<file path="src/rtl/ca_keystream_gen.sv">
// Hybrid rule 90/150 cellular-automaton keystream generator.
// Loads a nonzero seed, discards WARMUP steps, then emits len words over valid/ready.

module ca_cell #(
    parameter bit RULE150 = 1'b0
) (
    input  logic left,
    input  logic mid,
    input  logic right,
    output logic nxt
);
    assign nxt = left ^ right ^ (RULE150 & mid);
endmodule

module ca_keystream_gen #(
    parameter int               WIDTH     = 8,
    parameter logic [WIDTH-1:0] RULE_MASK = 'h01,
    parameter int               WARMUP    = 8,
    parameter int               LEN_W     = 16
) (
    input  logic             clk,
    input  logic             reset,
    input  logic             start,
    input  logic             abort,
    input  logic [WIDTH-1:0] seed,
    input  logic [LEN_W-1:0] len,
    output logic [WIDTH-1:0] out_data,
    output logic             out_valid,
    input  logic             out_ready,
    output logic             busy,
    output logic             done,
    output logic             seed_err
);
    typedef enum logic [1:0] {IDLE, WARM, RUN} state_t;

    localparam logic [7:0] WARM_INIT = 8'(WARMUP);

    state_t           st;
    logic [WIDTH-1:0] ca;
    logic [WIDTH-1:0] ca_nxt;
    logic [LEN_W-1:0] remaining;
    logic [7:0]       wcnt;
    logic [WIDTH+1:0] pad;

    // Zero cells on both ends give the null boundary.
    assign pad = {1'b0, ca, 1'b0};

    for (genvar i = 0; i < WIDTH; i++) begin : g_cell
        ca_cell #(.RULE150(RULE_MASK[i])) u_cell (
            .left  (pad[i+2]),
            .mid   (pad[i+1]),
            .right (pad[i]),
            .nxt   (ca_nxt[i])
        );
    end

    assign out_data = ca;

    always_ff @(posedge clk or negedge reset) begin
        if (!reset) begin
            st        <= IDLE;
            ca        <= '0;
            remaining <= '0;
            wcnt      <= '0;
            out_valid <= 1'b0;
            busy      <= 1'b0;
            done      <= 1'b0;
            seed_err  <= 1'b0;
        end else begin
            done     <= 1'b0;
            seed_err <= 1'b0;
            if (abort) begin
                // The CA state is left as-is so the last word remains observable.
                st        <= IDLE;
                out_valid <= 1'b0;
                busy      <= 1'b0;
            end else begin
                case (st)
                    IDLE: begin
                        if (start) begin
                            if (seed == '0) begin
                                seed_err <= 1'b1;
                            end else if (len == '0) begin
                                done <= 1'b1;
                            end else begin
                                ca        <= seed;
                                remaining <= len;
                                wcnt      <= WARM_INIT;
                                busy      <= 1'b1;
                                st        <= (WARMUP == 0) ? RUN : WARM;
                                out_valid <= (WARMUP == 0);
                            end
                        end
                    end
                    WARM: begin
                        ca <= ca_nxt;
                        if (wcnt != '0) wcnt <= wcnt - 8'd1;
                        if (wcnt <= 8'd1) begin
                            st        <= RUN;
                            out_valid <= 1'b1;
                        end
                    end
                    RUN: begin
                        if (out_valid && out_ready) begin
                            ca <= ca_nxt;
                            if (remaining != '0) remaining <= remaining - LEN_W'(1);
                            if (remaining <= LEN_W'(1)) begin
                                st        <= IDLE;
                                out_valid <= 1'b0;
                                busy      <= 1'b0;
                                done      <= 1'b1;
                            end
                        end
                    end
                    default: begin
                        st        <= IDLE;
                        out_valid <= 1'b0;
                        busy      <= 1'b0;
                    end
                endcase
            end
        end
    end
endmodule

</file>
<file path="config.mk">
export PLATFORM = sky130hd
export DESIGN_NAME = ca_keystream_gen
export DESIGN_NICKNAME = d
export VERILOG_FILES = /design/src/rtl/ca_keystream_gen.sv
export SDC_FILE = /design/constraint.sdc
export NUM_CORES = 1
export LEC_CHECK = 0
export ABC_AREA = 0
export CELL_PAD_IN_SITES_DETAIL_PLACEMENT = 0
export CELL_PAD_IN_SITES_GLOBAL_PLACEMENT = 1
export CORE_ASPECT_RATIO = 1.4
export CORE_MARGIN = 1.5
export CORE_UTILIZATION = 28
export CTS_CLUSTER_DIAMETER = 150
export CTS_CLUSTER_SIZE = 40
export DETAILED_ROUTE_END_ITERATION = 12
export PLACE_DENSITY_LB_ADDON = 0.2
export SYNTH_ARGS = -nofsm -noshare
export SYNTH_HDL_FRONTEND = slang
export SYNTH_SLANG_ARGS = --single-unit
</file>
<file path="constraint.sdc">
create_clock -name clk -period 3.1 [get_ports clk]
set_clock_uncertainty 0.05 [all_clocks]
set_input_delay 0.465 -clock clk [delete_from_list [all_inputs] [get_ports clk]]
set_output_delay 0.465 -clock clk [all_outputs]
set_load 0.02 [all_outputs]
</file>
==> metrics.md, run 1 <==
| Metric | Value |
|---|---|
| Status | finished, final reports clean |
| Remaining Overflow, GRT | 0 |
| Hold Fails Final Rpt | 0 |
| DP HPWL | 5340 um |
| CP bufs+invs | 2 |
| Sequential fraction of the synthesis area | 36.3% |
| Reg2reg start | st[0]$_DFFE_PN0P_ |
| Reg2Reg Depth | 8 |
| Pwr dens | 963 nW/um2 |
| Number of global-route vias before repair | 2455 |
| Initial Utilization | 29.0% |
| Setup Viol. Count Final | 0 |
| TritonCTS clock tree | built |
| # diodes | 0 |
| Register-to-Register Setup Slack | 0.48 ns |
| Post-layout nets | 356 |
| Top-area cell type share of the netlist area | 36.3% |
| VDD IR max | 0.390 mV |
| Ranking of synthesized cells by area | dfrtp_1 (36%), ha_1 (4.3%), nor2_1 (3.6%), mux2_2 (3.4%), nor4_1 (3.1%) |
| CP cell instances | inv_1 > ha_1 > nor4b_1 > nand4_1 > o22ai_2 > buf_12 > or4b_1 > o41ai_1 |
| Unique cell type count in the Yosys netlist | 56 |
| Die W | 84.7 um |
| Mapped Cells | 287 |
| Max Freq | 381 MHz |
| Data arrival, critical path | 2.74 ns |
| I/O pins | 41 |
| # rows | 41 |
| Largest net degree at the start of global routing | 39 |
| Critical path type | reg2reg |
| HP Class | in2async |
| Worst-margin pin slew | 0.949 ns |
| First-pass iteration count of the detailed router | 4 |
| Synthesis-stage register bit count | 38 |
| Commonest register cell after synthesis | dfrtp_1 |
| Die H | 117 um |
| Most frequent cells in the layout | clkdlybuf4s50_1 (39), dfrtp_1 (38), nor2_1 (25), nand2_1 (20), inv_1 (16) |
| CTS Hold Buffers Added | 0 |
| Total CTS buffers | 5 |
| Setup tns final | 0 ns |
| Delay-heaviest family, CP | simple AND/OR/NAND/NOR gates |
| Max Root-Sink Buffers | 2 |
| Proportion of layout cells with a drive suffix above 1 | 11.0% |
| WP data required | 3.22 ns |
| Area leader, netlist | dfrtp_1 |
| Synth Cell Area | 2620 um2 |
| H-Tree Depth | 2 |
| Drt first-iter violations | 98 |
| Area occupied by registers | 951 um2 |
| Tmin final | 2.62 ns |
| Wire length per cell | 17.2 um |
| Vias per inst | 5.49 |
| Fill cells | 961 |
| Number of flops mapped to enable cells by yosys | 0 |
| Design Power | 3.13 mW |
| Mean Syn Cell Area | 9.12 um2 |
| DR DRC count | 0 |
| Tcrit/Tclk final | 84.6% |
| Max cap viols | 0 |
| Core ar. | 9030 um2 |
| Root buffer cell | clkbuf_16 |
| Largest fanout on the critical path | 24 |
| Post-synth ARST share | 100% |
| Post-DRT Antenna Nets | 0 |
| Number of gates resized after CTS | 0 |
| Global Route Usage Sum | 15.5% |
| Worst setup SP type | flip-flop |
| Worst stage delay on the critical path | 0.59 ns |
| Placed insts | 418 |
| Die area | 9950 um2 |
| Final Non-Filler Cells | 425 |
| Clk_lat worst skew | 0.28 ns |
| Leak Pwr | 1.28 nW |
| RSZ-0062 raised after global routing | no |
| Commonest non-fill, non-tap cell in the layout | clkdlybuf4s50_1 |
| Number of port buffers | 40 |
| Final Max Tran Viols | 0 |
| First-pass GRT wire length | 12500 um |
| Reg-to-reg critical path endpoint | wcnt[4]$_DFFE_PN0P_ |
| GPL Wtd Cong | 0.718 |
| Layout area overhead | 24.1% |
| CTS Sinks | 38 |
| Slew headroom | 36.7% |
| CP endpoint kind | flip-flop |
| Synth warn | 0 |
| CTS clock-pin slew for the worst setup and hold paths | 0.06 ns |
| Hold Slack | 0.276 ns |
| Initial antenna violation count | 0 |
| Final core occ | 36.0% |
| Worst path slowest cell | or4b_1 |
| Post-CTS setup buffer count | 0 |
| Vias | 2333 |
| Area of the multi-input gates | 1460 um2 |
| Post-Route WL | 7310 um |
| Syn nets | 325 |
==> per-layer routing <==
| layer | GRT usage, % | vias up | share of wire (%) |
|---|---|---|---|
| met5 | 0 | - | 0 |
| met4 | 4.33 | 0 | 1.2 |
| met3 | 2.67 | 7 | 3.3 |
| met2 | 28.6 | 46 | 55 |
| met1 | 18.0 | 1145 | 41 |
| li1 | - | 1135 | - |
==> final cells by class <==
class                      instances  share of cell area [%]
tap                              107                    4.12
timing repair buffer              49                    14.6
multi-input combinational        208                    45.0
clock buffer                       6                    4.27
inverter                          16                    1.85
clock inverter                     1                   0.924
sequential                        38                    29.3
==> metrics by stage <==
step,cell area [um2],worst slack (ns)
after CTS,3250,0.455
after global routing,3250,0.302
after detailed placement,3080,0.217
final,3250,0.479
after global placement,3080,0.248
after floorplan,2620,0.943
==> where the power goes <==
group	switching (mW)	internal, mW	total, mW
Sequential	0.256	0.705	0.961
Clock	0.204	0.397	0.602
Combinational	0.842	0.727	1.57
Total	1.30	1.83	3.13
==> worst max-delay path by stage <==
stage,startpoint,endpoint,slack (ns),cells past startpoint
after floorplan,st[0]$_DFFE_PN0P_,remaining[6]$_DFFE_PN0P_,0.94,9
after global placement,seed[2],out_data[3]$_DFFE_PN0P_,0.25,6
after detailed placement,seed[2],wcnt[4]$_DFFE_PN0P_,0.22,7
after CTS,st[0]$_DFFE_PN0P_,wcnt[4]$_DFFE_PN0P_,0.46,8
after global routing,st[1]$_DFFE_PN0P_,remaining[1]$_DFFE_PN0P_,0.30,7
final,st[0]$_DFFE_PN0P_,wcnt[4]$_DFFE_PN0P_,0.48,8
==> cell usage after synthesis, types with 5 or more instances <==
master     n
a21oi_1    8
a221oi_1   5
a31oi_1    6
buf_2      6
buf_4     10
clkbuf_1   7
dfrtp_1   38
ha_1       9
inv_1     16
mux2_2     8
mux2i_1    7
nand2_1   20
nand4_1    5
nor2_1    25
nor2b_1    7
nor3_1     9
nor4_1    13
o21ai_0    6
o22a_1     7
o31ai_1   10
o41ai_1    9
xnor2_1    6
==> cell families after synthesis <==
family / synth area share [%]
simple gates: 22.0
compound gates: 21.4
buf+inv: 7.88
flops: 36.3
mux: 6.12
fa+ha+maj: 4.30
xor+xnor: 2.01
==> sequential cells by signal (all words and copies together), names as in the netlist <==
name       flops
seed_err       1
wcnt           8
remaining     16
out_valid      1
done           1
st             2
busy           1
out_data       8
No activity file was read; power rests on OpenSTA's default activity.
==> inputs of run 2 (changes only) <==
==> constraint.sdc (replaced) <==
create_clock -name clk -period 2.1 [get_ports clk]
set_clock_uncertainty 0.05 [all_clocks]
set_input_delay 0.315 -clock clk [delete_from_list [all_inputs] [get_ports clk]]
set_output_delay 0.315 -clock clk [all_outputs]
set_load 0.02 [all_outputs]
==> run 2 against run 1 <==
  * The run now ends with setup timing left
  * Cell area is 23% higher
  * Flip-flop and latch count stayed put
  * Via count is 6.9% higher
  * Cell count is 14% higher
  * Routed wire length is 2.9% higher
  * Sequential power is 39% higher
  * Maximum frequency is 24% higher
  * Critical path depth stayed put
  * Total power is 74% higher
  * Register-to-register slack worse by 0.50 ns
  * Utilization is 8.1 points higher
  * Highest routed layer unchanged
==> metrics.md, run 2 (synthesized netlist as in run 1, its figures left out) <==
| Metric | Value |
|---|---|
| I/O pins | 41 |
| Gr busiest metal | met2 |
| Largest Register | remaining |
| Setup Viol. Count Final | 2 |
| RSZ-0062 raised after global routing | yes |
| H-Tree Depth | 2 |
| Pwr dens | 1370 nW/um2 |
| VDD IR max | 0.642 mV |
| CP endpoint kind | flip-flop |
| CP dominant cell by count | buf_4 |
| Post-layout nets | 414 |
| Failing checks | setup timing |
| Max Root-Sink Buffers | 2 |
| Post-Route WL | 7520 um |
| Die area | 9950 um2 |
| Worst stage delay on the critical path | 0.59 ns |
| DR DRC count | 0 |
| Final Max Tran Viols | 0 |
| Tcrit/Tclk final | 101% |
| Layout area overhead | 52.1% |
| Levels on crit path | 8 |
| Final core occ | 44.1% |
| Reg2Reg Depth | 8 |
| # rows | 41 |
| Number of global-route vias before repair | 2670 |
| Worst-margin pin slew | 0.482 ns |
| Largest net degree at the start of global routing | 39 |
| Worst setup SP type | flip-flop |
| Critical path type | reg2reg |
| Post-DRT Antenna Nets | 0 |
| Max reg flops | 16 |
| Met3 global-route usage | 2.89% |
| Register-to-Register Setup Slack | -0.02 ns |
| Slew headroom | 67.0% |
| TritonCTS clock tree | built |
| Setup crit start | st[1]$_DFFE_PN0P_ |
| Remaining Overflow, GRT | 0 |
| First-pass GRT wire length | 12600 um |
| Setup tns final | -0.0291 ns |
| Clk_lat worst skew | 0.29 ns |
| Initial antenna violation count | 0 |
| Total CTS buffers | 5 |
| Worst path slowest cell | or4b_4 |
| Final instance area | 3980 um2 |
| Reg-to-reg critical path endpoint | wcnt[3]$_DFFE_PN0P_ |
| WP data required | 2.23 ns |
| Data arrival, critical path | 2.25 ns |
| Placed Area | 3490 um2 |
| Hold Slack | 0.444 ns |
| Most frequent cells in the layout | buf_4 (56), dfrtp_1 (38), clkdlybuf4s50_1 (36), nor2_1 (25), nand2_1 (20) |
| Status | finished, violations left |
| Core ar. | 9030 um2 |
| GPL Wtd Cong | 0.794 |
| Tmin final | 2.12 ns |
| Global Route Usage Sum | 15.9% |
| Number of port buffers | 40 |
| Proportion of layout cells with a drive suffix above 1 | 32.4% |
| Met2 Resource Use GR | 28.2% |
| Met1 usage | 18.4% |
| Max cap viols | 0 |
| Hold Fails Final Rpt | 0 |
| CP cell instances | inv_2 > buf_4 > buf_4 > ha_1 > nand2_1 > o22ai_4 > or4b_4 > o22a_2 |
| Die H | 117 um |
| Root buffer cell | clkbuf_16 |
| Placed insts | 471 |
| Max Freq | 472 MHz |
| Drt first-iter violations | 91 |
| Reg2reg start | st[1]$_DFFE_PN0P_ |
| DP HPWL | 5450 um |
| HP Class | in2reg |
| Final Non-Filler Cells | 484 |
| CP bufs+invs | 3 |
| Commonest non-fill, non-tap cell in the layout | buf_4 |
| Initial Utilization | 29.0% |
| Setup WS post-layout | -0.0178 ns |
| Wire length per cell | 15.5 um |
| First-pass iteration count of the detailed router | 4 |
| Vias | 2494 |
| CP Capture Point | wcnt[3]$_DFFE_PN0P_ |
| CTS Sinks | 38 |
| Leak Pwr | 1.69 nW |
| Die W | 84.7 um |
| Delay-heaviest family, CP | simple AND/OR/NAND/NOR gates |
| # diodes | 0 |
| CTS clock-pin slew for the worst setup and hold paths | 0.06 ns |
| Vias per inst | 5.15 |
| Largest fanout on the critical path | 6 |
[run 2: metrics by stage]
| step | total power [mW] | setup WS, ns |
|---|---|---|
| floorplan | 3.15 | 0.0184 |
| global placement | 4.15 | -0.380 |
| CTS | 5.20 | -0.0323 |
| detailed placement | 4.17 | -0.417 |
| finish | 5.46 | -0.0178 |
| global route | 5.88 | -0.115 |
[run 2: worst register-to-register path, stage by stage, from the launching register on]
cell	delay (ns)
dfrtp_1	0.35
inv_2	0.06
buf_4	0.13
buf_4	0.13
ha_1	0.25
nand2_1	0.15
o22ai_4	0.11
or4b_4	0.59
o22a_2	0.20
[run 2: cell type report]
type | instances | area, um2
clock buffers | 5 | 125
repair buffers | 107 | 968
fillers | 926 | 5040
well taps | 107 | 134
clock inverters | 3 | 40.0
multi-input cells | 208 | 1710
inverters | 16 | 60.1
flip-flops and latches | 38 | 951
[run 2: metal layers]
layer / part of all wire (%) / routed length (um)
met5: 0 / 0
met4: 2.4 / 182
met3: 3.1 / 232
met2: 52 / 3890
met1: 43 / 3210
[run 2: worst min path at each step]
| stage | startpoint | to | slack [ns] | cells after the start |
|---|---|---|---|---|
| 5_1_grt | len[3] | remaining[3]$_DFFE_PN0P_ | 0.48 | 4 |
| 4_1_cts | wcnt[6]$_DFFE_PN0P_ | wcnt[6]$_DFFE_PN0P_ | 0.46 | 2 |
| 3_5_place_dp | reset | remaining[4]$_DFFE_PN0P_ | 0.25 | 2 |
| 6_report | len[3] | remaining[3]$_DFFE_PN0P_ | 0.44 | 4 |
| 3_3_place_gp | reset | remaining[4]$_DFFE_PN0P_ | 0.26 | 2 |
| 2_1_floorplan | reset | busy$_DFFE_PN0P_ | -0.03 | 0 |
[run 2: where the power goes]
group          switching (mW)  leakage (nW)  internal [mW]
sequential              0.296         0.460           1.04
clock                   0.310        0.0836          0.556
combinational            1.59          1.14           1.67
total                    2.19          1.69           3.27
[run 2: what timing repair did]
item	in CTS	in global routing
endpoints found under the setup margin	28	36
setup buffers	1	3
hold buffers	1	0
pin swaps	7	12
gates resized for setup	15	40
hold endpoints to repair	38	0
==> inputs of run 3 (changes only) <==
--- a/config.mk
+++ b/config.mk
@@ -8,7 +8,6 @@
 export ABC_AREA = 0
 export CELL_PAD_IN_SITES_DETAIL_PLACEMENT = 0
 export CELL_PAD_IN_SITES_GLOBAL_PLACEMENT = 1
-export CORE_ASPECT_RATIO = 1.4
 export CORE_MARGIN = 1.5
 export CORE_UTILIZATION = 28
 export CTS_CLUSTER_DIAMETER = 150
==> run 3 against run 2 <==
  * The run still ends with setup timing left
  * Largest cell class unchanged
  * Via count rose by 0.80%
  * Critical endpoint is now remaining[11]$_DFFE_PN0P_
  * First-iteration DRC count down 21%
  * Total power up 4.8%
  * Critical path depth decreased by 1
  * Sequential power is essentially flat
  * Global-route usage hardly changed
  * Clock power decreased by 9.1%
  * Non-clock buffer count shrank 1
  * Count of clock-buffer cells in the layout rose by 1
  * Highest routed layer unchanged
  * Worst hold slack better by 0.027 ns
  * Sequential share of layout area decreased by 0.99 points
==> metrics.md, run 3 (synthesized netlist as in run 1, its figures left out) <==
| Metric | Value |
|---|---|
| Vias | 2514 |
| Largest Register | remaining |
| Critical path type | reg2reg |
| Largest fanout on the critical path | 20 |
| Setup WS post-layout | -0.0928 ns |
| GPL Wtd Cong | 0.809 |
| Max Freq | 456 MHz |
| Final Max Tran Viols | 0 |
| Tcrit/Tclk final | 104% |
| Failing checks | setup timing |
| P_sw | 2.32 mW |
| DR DRC count | 0 |
| Max cap viols | 0 |
| Worst-margin pin slew | 0.498 ns |
| Slew headroom | 66.8% |
| Remaining Overflow, GRT | 0 |
| Vias per inst | 5.16 |
| Design Power | 5.72 mW |
| Setup Viol. Count Final | 20 |
| Initial antenna violation count | 0 |
| Die area | 9940 um2 |
| # rows | 35 |
| Largest net degree at the start of global routing | 23 |
| Proportion of layout cells with a drive suffix above 1 | 36.4% |
| Layout area overhead | 58.7% |
| Reg2Reg Depth | 7 |
| Data arrival, critical path | 2.33 ns |
| Max reg flops | 16 |
| Sequential share of power | 23.5% |
| Final core occ | 45.4% |
| Area occupied by registers | 951 um2 |
| Commonest non-fill, non-tap cell in the layout | buf_4 |
| Number of global-route vias before repair | 2561 |
| Internal power | 3.40 mW |
| First-pass GRT wire length | 12700 um |
| Root buffer cell | clkbuf_8 |
| Post-DRT Antenna Nets | 0 |
| Switching Fraction | 40.6% |
| CTS Sinks | 38 |
| Hold Fails Final Rpt | 0 |
| Logic pwr share | 62.8% |
| Status | finished, violations left |
| Register-to-Register Setup Slack | -0.09 ns |
| Die H | 99.7 um |
| Worst setup SP type | flip-flop |
| Drt first-iter violations | 72 |
| H-Tree Depth | 2 |
| Core ar. | 9150 um2 |
| Max Root-Sink Buffers | 2 |
| Most frequent cells in the layout | buf_4 (44), dfrtp_1 (38), clkdlybuf4s50_1 (38), nor2_1 (25), nand2_1 (20) |
| Post-layout nets | 413 |
| Clk_lat worst skew | 0.29 ns |
| VDD IR max | 0.554 mV |
| TritonCTS clock tree | built |
| Pwr dens | 1380 nW/um2 |
| Leak Pwr | 1.72 nW |
| Clock share of power | 13.8% |
| Reg-to-reg critical path endpoint | remaining[11]$_DFFE_PN0P_ |
| Die W | 99.7 um |
| Wire length per cell | 16.1 um |
| Tmin final | 2.19 ns |
| Number of port buffers | 40 |
| Global Route Usage Sum | 15.9% |
| CTS clock-pin slew for the worst setup and hold paths | 0.09 ns |
| I/O pins | 41 |
| CP endpoint kind | flip-flop |
| First-pass iteration count of the detailed router | 4 |
| Fill cells | 873 |
| HP Class | in2async |
| # diodes | 0 |
| Total CTS buffers | 5 |
| Post-Route WL | 7820 um |
| WP data required | 2.23 ns |
| Initial Utilization | 28.6% |
| DP HPWL | 5280 um |
| Reg2reg start | remaining[9]$_DFFE_PN0P_ |
| Area of the multi-input gates | 1840 um2 |
| RSZ-0062 raised after global routing | yes |
==> run 3: worst max-delay path by stage <==
| stage | start | endpoint | slack [ns] |
|---|---|---|---|
| after CTS | st[0]$_DFFE_PN0P_ | wcnt[4]$_DFFE_PN0P_ | -0.10 |
| final | remaining[9]$_DFFE_PN0P_ | remaining[11]$_DFFE_PN0P_ | -0.09 |
| after detailed placement | seed[0] | wcnt[4]$_DFFE_PN0P_ | -0.48 |
| after global routing | remaining[9]$_DFFE_PN0P_ | remaining[11]$_DFFE_PN0P_ | -0.31 |
| after floorplan | st[0]$_DFFE_PN0P_ | remaining[6]$_DFFE_PN0P_ | 0.02 |
| after global placement | len[6] | out_data[6]$_DFFE_PN0P_ | -0.59 |
==> run 3: stage by stage <==
stage               TNS, ns  setup slack (ns)  hold slack [ns]  cells  cell area (um2)
floorplan                 0            0.0184          -0.0306    287             2620
global placement     -17.63            -0.595            0.260    466             3430
detailed placement   -14.51            -0.484            0.258    466             3430
CTS                  -0.863            -0.105            0.481    480             3770
global route          -5.25            -0.310            0.514    487             4160
finish               -0.861           -0.0928            0.471    487             4160
==> run 3: timing repair <==
item,4_1_cts,5_1_grt
gates resized for setup,32,59
buffers inserted,6,6
gates cloned,0,1
endpoints found under the setup margin,36,36
endpoints found under the hold margin,18,0
pin swaps,9,28
hold buffers,1,0
==> run 3: critical path, stage by stage (launching register included) <==
cell      delay (ns)
dfrtp_1         0.38
nor4_1          0.40
buf_4           0.20
nand4_1         0.17
o21ai_2         0.23
buf_6           0.28
o41ai_2         0.11
a221oi_1        0.26
==> run 3: power groups by stage <==
stage | clock (mW) | combinational (mW) | sequential (mW)
floorplan | 0 | 1.83 | 1.33
global placement | 0 | 2.75 | 1.34
detailed placement | 0 | 2.74 | 1.35
CTS | 0.813 | 3.02 | 1.34
global route | 0.847 | 3.90 | 1.39
finish | 0.787 | 3.59 | 1.34
==> run 3: per-layer routing <==
metal  global-route usage, %  share of wire, %
met1                    20.6                46
met2                    27.9                51
met3                    2.67               2.5
met4                    2.60              0.50
met5                       0                 0
==> run 3: cell type report <==
type	instances	area share (%)
flip-flops and latches	38	22.9
repair buffers	106	24.6
clock inverters	2	1.44
clock buffers	6	1.99
well taps	111	3.34
inverters	16	1.44
multi-input cells	208	44.3
